`src/rtl/branch_seq_pkg.sv`:
```
// Shared types and constants for the branch sequencer: condition codes,
// FSM states and the taken-branch counter ceiling.
package branch_seq_pkg;

    typedef enum logic [2:0] {
        COND_NEVER  = 3'b000,
        COND_EQZ    = 3'b001,
        COND_LTZ    = 3'b010,
        COND_LEZ    = 3'b011,
        COND_ALWAYS = 3'b100,
        COND_NEZ    = 3'b101,
        COND_GEZ    = 3'b110,
        COND_GTZ    = 3'b111
    } cond_e;

    typedef enum logic [1:0] {
        IDLE  = 2'd0,
        FETCH = 2'd1,
        EVAL  = 2'd2,
        HALT  = 2'd3
    } state_e;

    localparam logic [7:0] COUNT_MAX = 8'd255;

endpackage

```
`src/rtl/branch_sequencer_cond_eval.sv`:
```
// Combinational branch-condition evaluator: tests a two's-complement value
// against one of eight zero/sign conditions.
module cond_eval
    import branch_seq_pkg::*;
#(
    parameter int DATA_W = 8
) (
    input  logic [DATA_W-1:0] value,
    input  logic [2:0]        cond,
    output logic              result
);

    logic is_zero;
    logic is_neg;

    assign is_zero = (value == '0);
    assign is_neg  = value[DATA_W-1];

    always_comb begin
        result = 1'b0;
        case (cond_e'(cond))
            COND_NEVER:  result = 1'b0;
            COND_EQZ:    result = is_zero;
            COND_LTZ:    result = is_neg;
            COND_LEZ:    result = is_neg | is_zero;
            COND_ALWAYS: result = 1'b1;
            COND_NEZ:    result = ~is_zero;
            COND_GEZ:    result = ~is_neg;
            COND_GTZ:    result = ~is_neg & ~is_zero;
            default:     result = 1'b0;
        endcase
    end

endmodule

```
`src/rtl/branch_sequencer.sv`:
```
// Program-counter sequencer: fetches over req/ack, evaluates the branch
// condition one cycle later, then steps the PC or loads the branch target.
module branch_sequencer
    import branch_seq_pkg::*;
#(
    parameter int ADDR_W = 8,
    parameter int DATA_W = 8
) (
    input  logic              clk,
    input  logic              rst_n,
    input  logic              start,
    input  logic              halt_req,
    output logic              fetch_req,
    output logic [ADDR_W-1:0] fetch_addr,
    input  logic              fetch_ack,
    input  logic              instr_is_branch,
    input  logic [2:0]        instr_cond,
    input  logic [ADDR_W-1:0] instr_target,
    input  logic [DATA_W-1:0] value,
    output logic [ADDR_W-1:0] pc,
    output logic              taken,
    output logic              busy,
    output logic              halted,
    output logic [7:0]        branch_count
);

    state_e              state_reg;
    logic                halt_flag_reg;
    logic                is_branch_reg;
    logic [2:0]          cond_reg;
    logic [ADDR_W-1:0]   target_reg;
    logic [DATA_W-1:0]   value_reg;
    logic                cond_true;
    logic                branch_hit;
    logic                self_loop;
    logic                stop_now;

    cond_eval #(.DATA_W(DATA_W)) u_cond_eval (
        .value  (value_reg),
        .cond   (cond_reg),
        .result (cond_true)
    );

    assign fetch_addr = pc;
    assign branch_hit = is_branch_reg & cond_true;
    assign self_loop  = branch_hit && (target_reg == pc);
    // A halt_req arriving in EVAL itself is honoured at the end of this same EVAL.
    assign stop_now   = self_loop | halt_flag_reg | halt_req;

    always_ff @(posedge clk or negedge rst_n) begin
        if (!rst_n) begin
            state_reg     <= IDLE;
            halt_flag_reg <= 1'b0;
            is_branch_reg <= 1'b0;
            cond_reg      <= 3'b000;
            target_reg    <= '0;
            value_reg     <= '0;
            pc            <= '0;
            fetch_req     <= 1'b0;
            taken         <= 1'b0;
            busy          <= 1'b0;
            halted        <= 1'b0;
            branch_count  <= 8'd0;
        end else begin
            taken <= 1'b0;
            case (state_reg)
                IDLE, HALT: begin
                    if (start) begin
                        state_reg    <= FETCH;
                        pc           <= '0;
                        branch_count <= 8'd0;
                        fetch_req    <= 1'b1;
                        busy         <= 1'b1;
                        halted       <= 1'b0;
                    end
                end
                FETCH: begin
                    if (halt_req)
                        halt_flag_reg <= 1'b1;
                    if (fetch_ack) begin
                        is_branch_reg <= instr_is_branch;
                        cond_reg      <= instr_cond;
                        target_reg    <= instr_target;
                        value_reg     <= value;
                        fetch_req     <= 1'b0;
                        state_reg     <= EVAL;
                    end
                end
                EVAL: begin
                    if (branch_hit) begin
                        pc    <= target_reg;
                        taken <= 1'b1;
                        if (branch_count != COUNT_MAX)
                            branch_count <= branch_count + 8'd1;
                    end else begin
                        pc <= pc + ADDR_W'(1);
                    end
                    if (stop_now) begin
                        state_reg     <= HALT;
                        halt_flag_reg <= 1'b0;
                        busy          <= 1'b0;
                        halted        <= 1'b1;
                    end else begin
                        state_reg <= FETCH;
                        fetch_req <= 1'b1;
                    end
                end
                default: state_reg <= IDLE;
            endcase
        end
    end

endmodule

```
`config.mk`:
```
export PLATFORM = sky130hd
export DESIGN_NAME = branch_sequencer
export DESIGN_NICKNAME = d
export VERILOG_FILES = /design/src/rtl/branch_seq_pkg.sv /design/src/rtl/branch_sequencer_cond_eval.sv /design/src/rtl/branch_sequencer.sv
export SDC_FILE = /design/constraint.sdc
export NUM_CORES = 1
export LEC_CHECK = 0
export CORE_ASPECT_RATIO = 1.5
export CORE_UTILIZATION = 54
export CTS_CLUSTER_SIZE = 8
export DETAILED_ROUTE_END_ITERATION = 8
export PLACE_DENSITY = 0.83
export REMOVE_ABC_BUFFERS = 1
export SETUP_SLACK_MARGIN = 0.15
export SYNTH_ARGS = -nofsm -noshare
export SYNTH_HDL_FRONTEND = slang
export SYNTH_SLANG_ARGS = --single-unit
```
`constraint.sdc`:
```
create_clock -name clk -period 4 [get_ports clk]
set_input_delay 0.4 -clock clk [delete_from_list [all_inputs] [get_ports clk]]
set_output_delay 0.4 -clock clk [all_outputs]
set_load 0.005 [all_outputs]
```
==> flow_summary.json, run 1 <==
{
  "outcome": "complete, no violations",
  "n_fill_cell": 330,
  "yosys_warnings": 0,
  "utilization": 0.702,
  "crit_family": "simple AND/OR/NAND/NOR gates",
  "use_met3": 0.0421,
  "p_leak_uw": 0.00121,
  "fin_skew_ps": 4.06,
  "finalCriticalPeriod_ps": 2640,
  "fin_setup_tns_ps": 0,
  "cts_buffer_depth": 2,
  "row_count": 29,
  "power_density_nw_per_um2": 705,
  "slowest_stage": "nor3_2",
  "cap_viol_max_count": 0,
  "startpoint_type": "flip-flop",
  "syn_area_per_cell_um2": 10.5,
  "final_nets": 297,
  "max_freq_ghz": 0.379,
  "vias_per_cell": 5.98,
  "antennaDiodeCount": 0,
  "finalSetupViolations": 0,
  "core-area_um2": 4210,
  "slew_headroom": 0.283,
  "path_buf_inv": 1,
  "crit_type": "reg -> reg",
  "max_stage_delay_ps": 890,
  "cp-startpoint": "value_reg[5]",
  "routabilityCongestion": 0.842,
  "synth_edf_count": 0,
  "drtIter0Drc": 61,
  "numPortBuffers": 52,
  "antenna_found_initial": 0,
  "synth_top_flop_cell": "dfrtp_1",
  "grt-busiest-layer": "met2",
  "routed_wl_mm": 4.83,
  "post-cts-setup-buffer-count": 0,
  "grt_max_degree": 44,
  "htreeDepth": 2,
  "required_ps": 4170,
  "period_share": 0.660,
  "drive_gt1_frac": 0.149,
  "hold_viol_final": 0,
  "clock-sinks": 43,
  "die_y_um": 82.9,
  "synth-async-reset-ratio": 1.00,
  "gr-usage-met2": 0.398,
  "clk_pin_slew_ps": 80,
  "synth_cells": 225,
  "synth_area_um2": 2350,
  "arrival_ps": 2810,
  "cts_hold_buf": 0,
  "cts_resized": 0,
  "dieArea_um2": 4630,
  "start_util": 0.559,
  "grt_setup_unrepaired": "false",
  "reg2regPathDepth": 6,
  "yosysSeqAreaShare": 0.457,
  "grt_util_met1": 0.277,
  "cts_tree": "done",
  "insertion_delay_ps": 300,
  "hold_path.class": "in -> async",
  "endpoint_kind": "flip-flop",
  "ios": 53,
  "wl_per_cell_um": 15.4,
  "dpl.hpwl_mm": 3.46,
  "r2r-start": "value_reg[5]",
  "layout_common_cells": "51 x clkdlybuf4s50_1, 43 x dfrtp_1, 20 x mux2_2, 12 x nand2_1",
  "grt_pass1_wl_mm": 8.60,
  "slew_viol_final": 0,
  "grt_overflow": 0,
  "crit_chain": "nor4_1 -> a211oi_1 -> nor3_2 -> buf_4 -> mux2i_1 -> o22ai_1",
  "rrSetupSlack_ps": 1360,
  "cts_buffers": 5,
  "die_w_um": 55.9,
  "crit_path_max_fanout": 20,
  "worst_slew_pin_slew_ps": 1070,
  "synth_seq_cells": 43,
  "drc": 0,
  "area_delta_synth_final_pct": 25.6,
  "detail-route-antenna-nets": 0,
  "root_buffer": "clkbuf_8",
  "vias": 1878,
  "grt_usage": 0.237,
  "grt_pass1_vias": 1913,
  "hold_slack_ps": 254,
  "dr.pass1.iters": 6,
  "vdd_drop_max_mv": 0.492,
  "ys_types": 48,
  "r2r-end": "fetch_addr[4]",
  "final_common_cell": "clkdlybuf4s50_1"
}
-- layer usage --
metal / share of wire / up-vias
met1: 0.41 / 921
li1: - / 897
met3: 0.033 / 9
met2: 0.53 / 51
met4: 0.025 / 0
met5: 0 / -
-- per-stage QoR --
stage	instances	instance area [um2]	worst slack, ps	total power, uW
CTS	314	2960	1310	2100
global placement	306	2840	1410	1710
global route	314	2960	1100	2240
detailed placement	306	2840	1340	1740
floorplan	206	2250	709	1370
finish	314	2960	1360	2080
-- cell families after synthesis --
| kind of cell | share of synthesized area |
|---|---|
| DFF | 0.457 |
| AOI/OAI and AO/OA | 0.131 |
| and+or+nand+nor | 0.156 |
| buffers and inverters | 0.0633 |
| xor gates and xnor gates | 0.0298 |
| muxes | 0.136 |
| adders and majority gates | 0.0266 |
-- report_power, final --
| group | internal (uW) | switching (uW) | total (uW) |
|---|---|---|---|
| clock network | 202 | 148 | 350 |
| registers | 600 | 160 | 760 |
| logic | 512 | 462 | 973 |
| total | 1310 | 770 | 2080 |
-- cell type report --
class	instances	area, um2	share of cell area
Inverter	11	41.3	0.0140
Multi-Input combinational cell	152	1130	0.383
Timing Repair Buffer	54	531	0.179
Clock inverter	2	35.0	0.0118
Clock buffer	6	82.6	0.0279
Tap cell	46	57.6	0.0195
Sequential cell	43	1080	0.364
-- synthesized netlist by cell type, types with 2 or more instances --
library cell | count | area share
dfrtp_1 | 43 | 0.46
nand3b_1 | 3 | 0.0096
o311ai_0 | 2 | 0.0074
inv_1 | 11 | 0.018
mux2i_1 | 8 | 0.034
ha_1 | 5 | 0.027
o21a_1 | 2 | 0.0064
and2_1 | 2 | 0.0053
xnor2_1 | 8 | 0.030
nor4_1 | 3 | 0.0080
o22ai_1 | 8 | 0.021
or4_1 | 3 | 0.0096
nand4_1 | 2 | 0.0053
nand2_1 | 12 | 0.019
clkbuf_1 | 7 | 0.011
and4_1 | 2 | 0.0074
o21ai_0 | 7 | 0.015
o31ai_1 | 4 | 0.013
nor2_1 | 11 | 0.018
nand3_1 | 6 | 0.013
nor2b_1 | 3 | 0.0080
nor3_1 | 3 | 0.0064
a21oi_1 | 10 | 0.021
buf_4 | 9 | 0.029
a31oi_1 | 5 | 0.013
mux2_2 | 20 | 0.096
a211oi_1 | 2 | 0.0064
or3_1 | 3 | 0.0080
buf_2 | 2 | 0.0043
-- how the worst max path moves through the flow --
stage	end	slack, ps	depth (start not counted)
global route	fetch_addr[7]	1100	6
CTS	fetch_addr[4]	1310	6
detailed placement	fetch_addr[7]	1340	6
floorplan	fetch_req	710	5
global placement	fetch_addr[7]	1410	6
finish	fetch_addr[4]	1360	6
Note: power is estimated with default switching activity, not from simulation.
==> run 2, diff against run 1 <==
Settings changed: CORE_UTILIZATION 54 to 45, PLACE_DENSITY 0.83 to 0.74.
Clock period 4 ns to 2.3 ns, I/O delays scaled along.
==> run 2 against run 1 <==
First-iteration DRC count up 15%. Total power is 79% higher. Cell count up 11%. Critical path depth up 1. Non-clock buffer count grew 15. Routed wire length grew 5.7%. Register-to-register slack lost 1200 ps. Worst hold slack gained 140 ps. Clock power increased by 51%. Global-route usage decreased by 4.3 points. Fmax grew 24%. Critical path type unchanged. Largest cell class unchanged. Largest power group unchanged.
==> flow_summary.json, run 2 (synthesis gave the netlist of run 1 again) <==
{
  "max_stage_delay_ps": 500,
  "vias_per_cell": 5.52,
  "worst_slew_pin_slew_ps": 431,
  "clk_pin_slew_ps": 80,
  "grt_pass1_wl_mm": 8.00,
  "final_nets": 312,
  "grt_setup_unrepaired": "false",
  "place_ws_ps": 65.5,
  "slowest_stage": "or4_1",
  "routabilityCongestion": 0.817,
  "grt_usage": 0.194,
  "drive_gt1_frac": 0.208,
  "crit_chain": "inv_2 -> ha_4 -> mux2_4 -> nand4_4 -> or3_4 -> or4_1 -> a21oi_2",
  "insertion_delay_ps": 300,
  "endpoint_kind": "flip-flop",
  "design_area_um2": 3110,
  "grt_max_degree": 22,
  "finalSetupViolations": 0,
  "hold_path.class": "in -> async",
  "n_fill_cell": 419,
  "multi_input_area_um2": 1160,
  "hold_slack_ps": 394,
  "vias": 1927,
  "dpl.hpwl_mm": 3.78,
  "dr.pass1.iters": 4,
  "slew_viol_final": 0,
  "numPortBuffers": 52,
  "dpl-instance-area_um2": 2950,
  "layout_common_cells": "51 x clkdlybuf4s50_1, 43 x dfrtp_1, 20 x mux2_2, 16 x buf_4, 12 x nand2_1",
  "hold_viol_final": 0,
  "crit_family": "simple AND/OR/NAND/NOR gates",
  "core-area_um2": 4930,
  "seqCellArea_um2": 1080,
  "finalCriticalPeriod_ps": 2130,
  "drc": 0,
  "die_w_um": 61.1,
  "required_ps": 2530,
  "grt_overflow": 0,
  "layout_setup_ws_ps": 173,
  "cap_viol_max_count": 0,
  "fin_skew_ps": 5.20,
  "drtIter0Drc": 70,
  "antennaDiodeCount": 0,
  "die_y_um": 90.6,
  "root_buffer": "clkbuf_8",
  "power_density_nw_per_um2": 1200,
  "antenna_found_initial": 0,
  "startpoint_type": "flip-flop",
  "path_buf_inv": 1,
  "max_freq_ghz": 0.470,
  "fin_total_pwr_uw": 3730,
  "period_share": 0.925,
  "detail-route-antenna-nets": 0,
  "p_leak_uw": 0.00126,
  "arrival_ps": 2360,
  "reg2regPathDepth": 7,
  "routed_wl_mm": 5.11,
  "crit_cells": 7,
  "cts_buffer_depth": 2,
  "wl_per_cell_um": 14.6,
  "slew_headroom": 0.713,
  "area_delta_synth_final_pct": 32.1,
  "dieArea_um2": 5530,
  "crit_path_max_fanout": 4,
  "clock-sinks": 43,
  "outcome": "complete, no violations",
  "start_util": 0.478,
  "crit_type": "reg -> reg",
  "utilization": 0.631,
  "cts_buffers": 5,
  "vdd_drop_max_mv": 0.597,
  "grt_pass1_vias": 1788,
  "htreeDepth": 2,
  "ios": 53,
  "cts_tree": "done",
  "final_common_cell": "clkdlybuf4s50_1",
  "row_count": 31
}
## run 2: final cells by class
cell class	instances	share of cell area
flip-flops and latches	43	0.346
clock buffers	8	0.0322
repair buffers	69	0.208
well taps	66	0.0266
inverters	11	0.0133
multi-input cells	152	0.374
## run 2: worst reg2reg max path, stage by stage, from the launching register on
cell and delay, ps:
dfrtp_1 410, inv_2 80, ha_4 200, mux2_4 210
nand4_4 110, or3_4 390, or4_1 500, a21oi_2 150
## run 2: timing repair
| item | 4_1_cts | 5_1_grt |
|---|---|---|
| gates resized for setup | 0 | 6 |
| buffers inserted | 2 | 0 |
| pin swaps | 1 | 1 |
| hold buffers | 1 | 0 |
| setup endpoints to repair | 2 | 10 |
| endpoints found under the hold margin | 16 | 0 |
## run 2: worst paths after layout
check / startpoint / end / slack (ps)
max in group asynchronous: rst_n / cond_reg[1] / 1340
hold reg to reg: cond_reg[0] / cond_reg[0] / 500
setup / recovery: state_reg[0] / branch_count[7] / 170
setup reg to reg: state_reg[0] / branch_count[7] / 170
hold / removal: rst_n / fetch_addr[0] / 390
min in group clk: cond_reg[0] / cond_reg[0] / 500
## run 2: per-layer routing
| layer | part of all wire | GRT usage |
|---|---|---|
| met5 | 0 | 0 |
| met4 | 0.020 | 0.0909 |
| met3 | 0.034 | 0.0358 |
| met2 | 0.53 | 0.327 |
| met1 | 0.42 | 0.227 |
## run 2: per-stage QoR
stage | TNS (ps) | instances
finish | 0 | 349
floorplan | -14450 | 206
global placement | 0 | 338
global route | 0 | 349
CTS | 0 | 349
detailed placement | 0 | 338
## run 2: report_power, final
group	total (uW)	internal, uW	leakage [uW]	switching (uW)
Combinational	1890	1020	0.000673	874
Sequential	1310	1040	0.000539	268
Clock	530	274	0.0000515	256
==> run 3, diff against run 2 <==
Settings changed: CORE_ASPECT_RATIO 1.5 to default, CORE_UTILIZATION 45 to 50, PLACE_DENSITY 0.74 to 0.77, SLEW_MARGIN from default to 20.
Clock period 2.3 ns to 1.99 ns, I/O delays scaled along.
==> run 3 against run 2 <==
The run now ends with DRC, setup timing left. Via count grew 4.6%. Die area is 9.8% lower. Setup slack got worse by 230 ps. Critical endpoint unchanged.
==> flow_summary.json, run 3 (synthesis gave the netlist of run 1 again) <==
{
  "grt_overflow": 0,
  "endpoint_kind": "flip-flop",
  "ios": 53,
  "die_w_um": 70.6,
  "grt_max_degree": 44,
  "slowest_stage": "or4_4",
  "cts_buffer_depth": 2,
  "dieArea_um2": 4990,
  "routed_wl_mm": 5.47,
  "cts_tree": "done",
  "p_int_uw": 3000,
  "fin_total_pwr_uw": 4840,
  "fin_skew_ps": 3.61,
  "insertion_delay_ps": 290,
  "wl_per_cell_um": 15.7,
  "hold_viol_final": 0,
  "grt_pass1_wl_mm": 9.00,
  "antennaDiodeCount": 0,
  "crit_type": "reg -> reg",
  "clock-sinks": 43,
  "layout_common_cells": "51 x clkdlybuf4s50_1, 43 x dfrtp_1, 22 x buf_4, 20 x mux2_2, 12 x nand2_1",
  "outcome": "finished, violations left",
  "max_freq_ghz": 0.490,
  "crit_chain": "ha_2 -> and3_4 -> and4_1 -> or3_4 -> or4_4 -> a21oi_2",
  "grt_setup_unrepaired": "true",
  "antenna_found_initial": 0,
  "drc": 6,
  "hold_path.class": "in -> async",
  "utilization": 0.756,
  "finalSetupViolations": 4,
  "max_stage_delay_ps": 520,
  "fin_setup_tns_ps": -128,
  "design_area_um2": 3360,
  "crit_path_max_fanout": 3,
  "p_leak_uw": 0.00137,
  "cts_buffers": 5,
  "core-area_um2": 4440,
  "die_y_um": 70.6,
  "switching_share": 0.380,
  "grt_pass1_vias": 1949,
  "final_nets": 327,
  "area_delta_synth_final_pct": 42.7,
  "p_seq_frac": 0.314,
  "crit_family": "simple AND/OR/NAND/NOR gates",
  "layout_setup_ws_ps": -52.9,
  "slew_viol_final": 0,
  "vdd_drop_max_mv": 0.812,
  "n_fill_cell": 299,
  "start_util": 0.530,
  "path_buf_inv": 0,
  "drive_gt1_frac": 0.293,
  "vias": 2016,
  "required_ps": 2210,
  "power_density_nw_per_um2": 1440,
  "startpoint_type": "flip-flop",
  "vias_per_cell": 5.78,
  "finalCriticalPeriod_ps": 2040,
  "drtIter0Drc": 98,
  "arrival_ps": 2270,
  "htreeDepth": 2,
  "pwr-share-clk": 0.116,
  "worst_slew_pin_slew_ps": 554,
  "violations": "DRC, setup timing",
  "switching_power_uw": 1840,
  "crit_cells": 6,
  "root_buffer": "clkbuf_8",
  "hold_slack_ps": 410,
  "clk_pin_slew_ps": 80,
  "routabilityCongestion": 0.805,
  "row_count": 24,
  "dr.pass1.iters": 6,
  "dpl-instance-area_um2": 3040,
  "dpl.hpwl_mm": 3.72,
  "reg2regPathDepth": 6,
  "numPortBuffers": 52,
  "grt_usage": 0.230,
  "period_share": 1.03,
  "slew_headroom": 0.627,
  "detail-route-antenna-nets": 0,
  "combPwrFrac": 0.571,
  "final_common_cell": "clkdlybuf4s50_1",
  "cap_viol_max_count": 0
}
## run 3: worst paths after layout
path	from	endpoint	slack [ps]
worst max-delay path	branch_count[1]	branch_count[7]	-50
worst min-delay path	rst_n	branch_count[3]	410
worst max register to register	branch_count[1]	branch_count[7]	-50
worst min register to register	cond_reg[0]	cond_reg[0]	500
max in group asynchronous	rst_n	fetch_addr[5]	1380
min in group clk	cond_reg[0]	cond_reg[0]	500
## run 3: metrics by stage
stage               worst slack (ps)  std cells
finish                         -52.9        349
global route                    -182        349
CTS                            -45.2        348
detailed placement              -157        335
global placement               -79.7        335
floorplan                      -1300        206
## run 3: repair_timing
item | 4_1_cts | 5_1_grt
setup endpoints to repair | 17 | 21
buffers inserted | 5 | 1
pin swaps | 17 | 18
hold endpoints to repair | 43 | 0
hold buffers | 1 | 0
resized for setup | 17 | 21
## run 3: final cells by class
| type | instances | area (um2) | share of cell area |
|---|---|---|---|
| inverter | 11 | 41.3 | 0.0123 |
| multi-input combinational | 152 | 1280 | 0.381 |
| timing repair buffer | 84 | 810 | 0.241 |
| sequential | 43 | 1080 | 0.320 |
| clock inverter | 1 | 5.00 | 0.00149 |
| tap | 52 | 65.1 | 0.0194 |
| clock buffer | 6 | 82.6 | 0.0246 |
## run 3: worst min-delay path, delay by kind of cell
family                 cells  cell delay (ps)
buffers and inverters      3              870
## run 3: power groups by stage
| stage | combinational (uW) | sequential [uW] | clock (uW) |
|---|---|---|---|
| 5_1_grt | 2960 | 1570 | 610 |
| 3_3_place_gp | 2240 | 1500 | 0 |
| 3_5_place_dp | 2290 | 1520 | 0 |
| 6_report | 2760 | 1520 | 559 |
| 4_1_cts | 2570 | 1510 | 567 |
| 2_1_floorplan | 1230 | 1470 | 0 |
## run 3: per-layer routing
metal | global-route usage | wire (um) | vias to the layer above
li1 | - | - | 959
met1 | 0.287 | 2350 | 1003
met2 | 0.413 | 2830 | 50
met3 | 0.0442 | 241 | 4
met4 | 0.0556 | 47 | 0
met5 | 0 | 0 | -
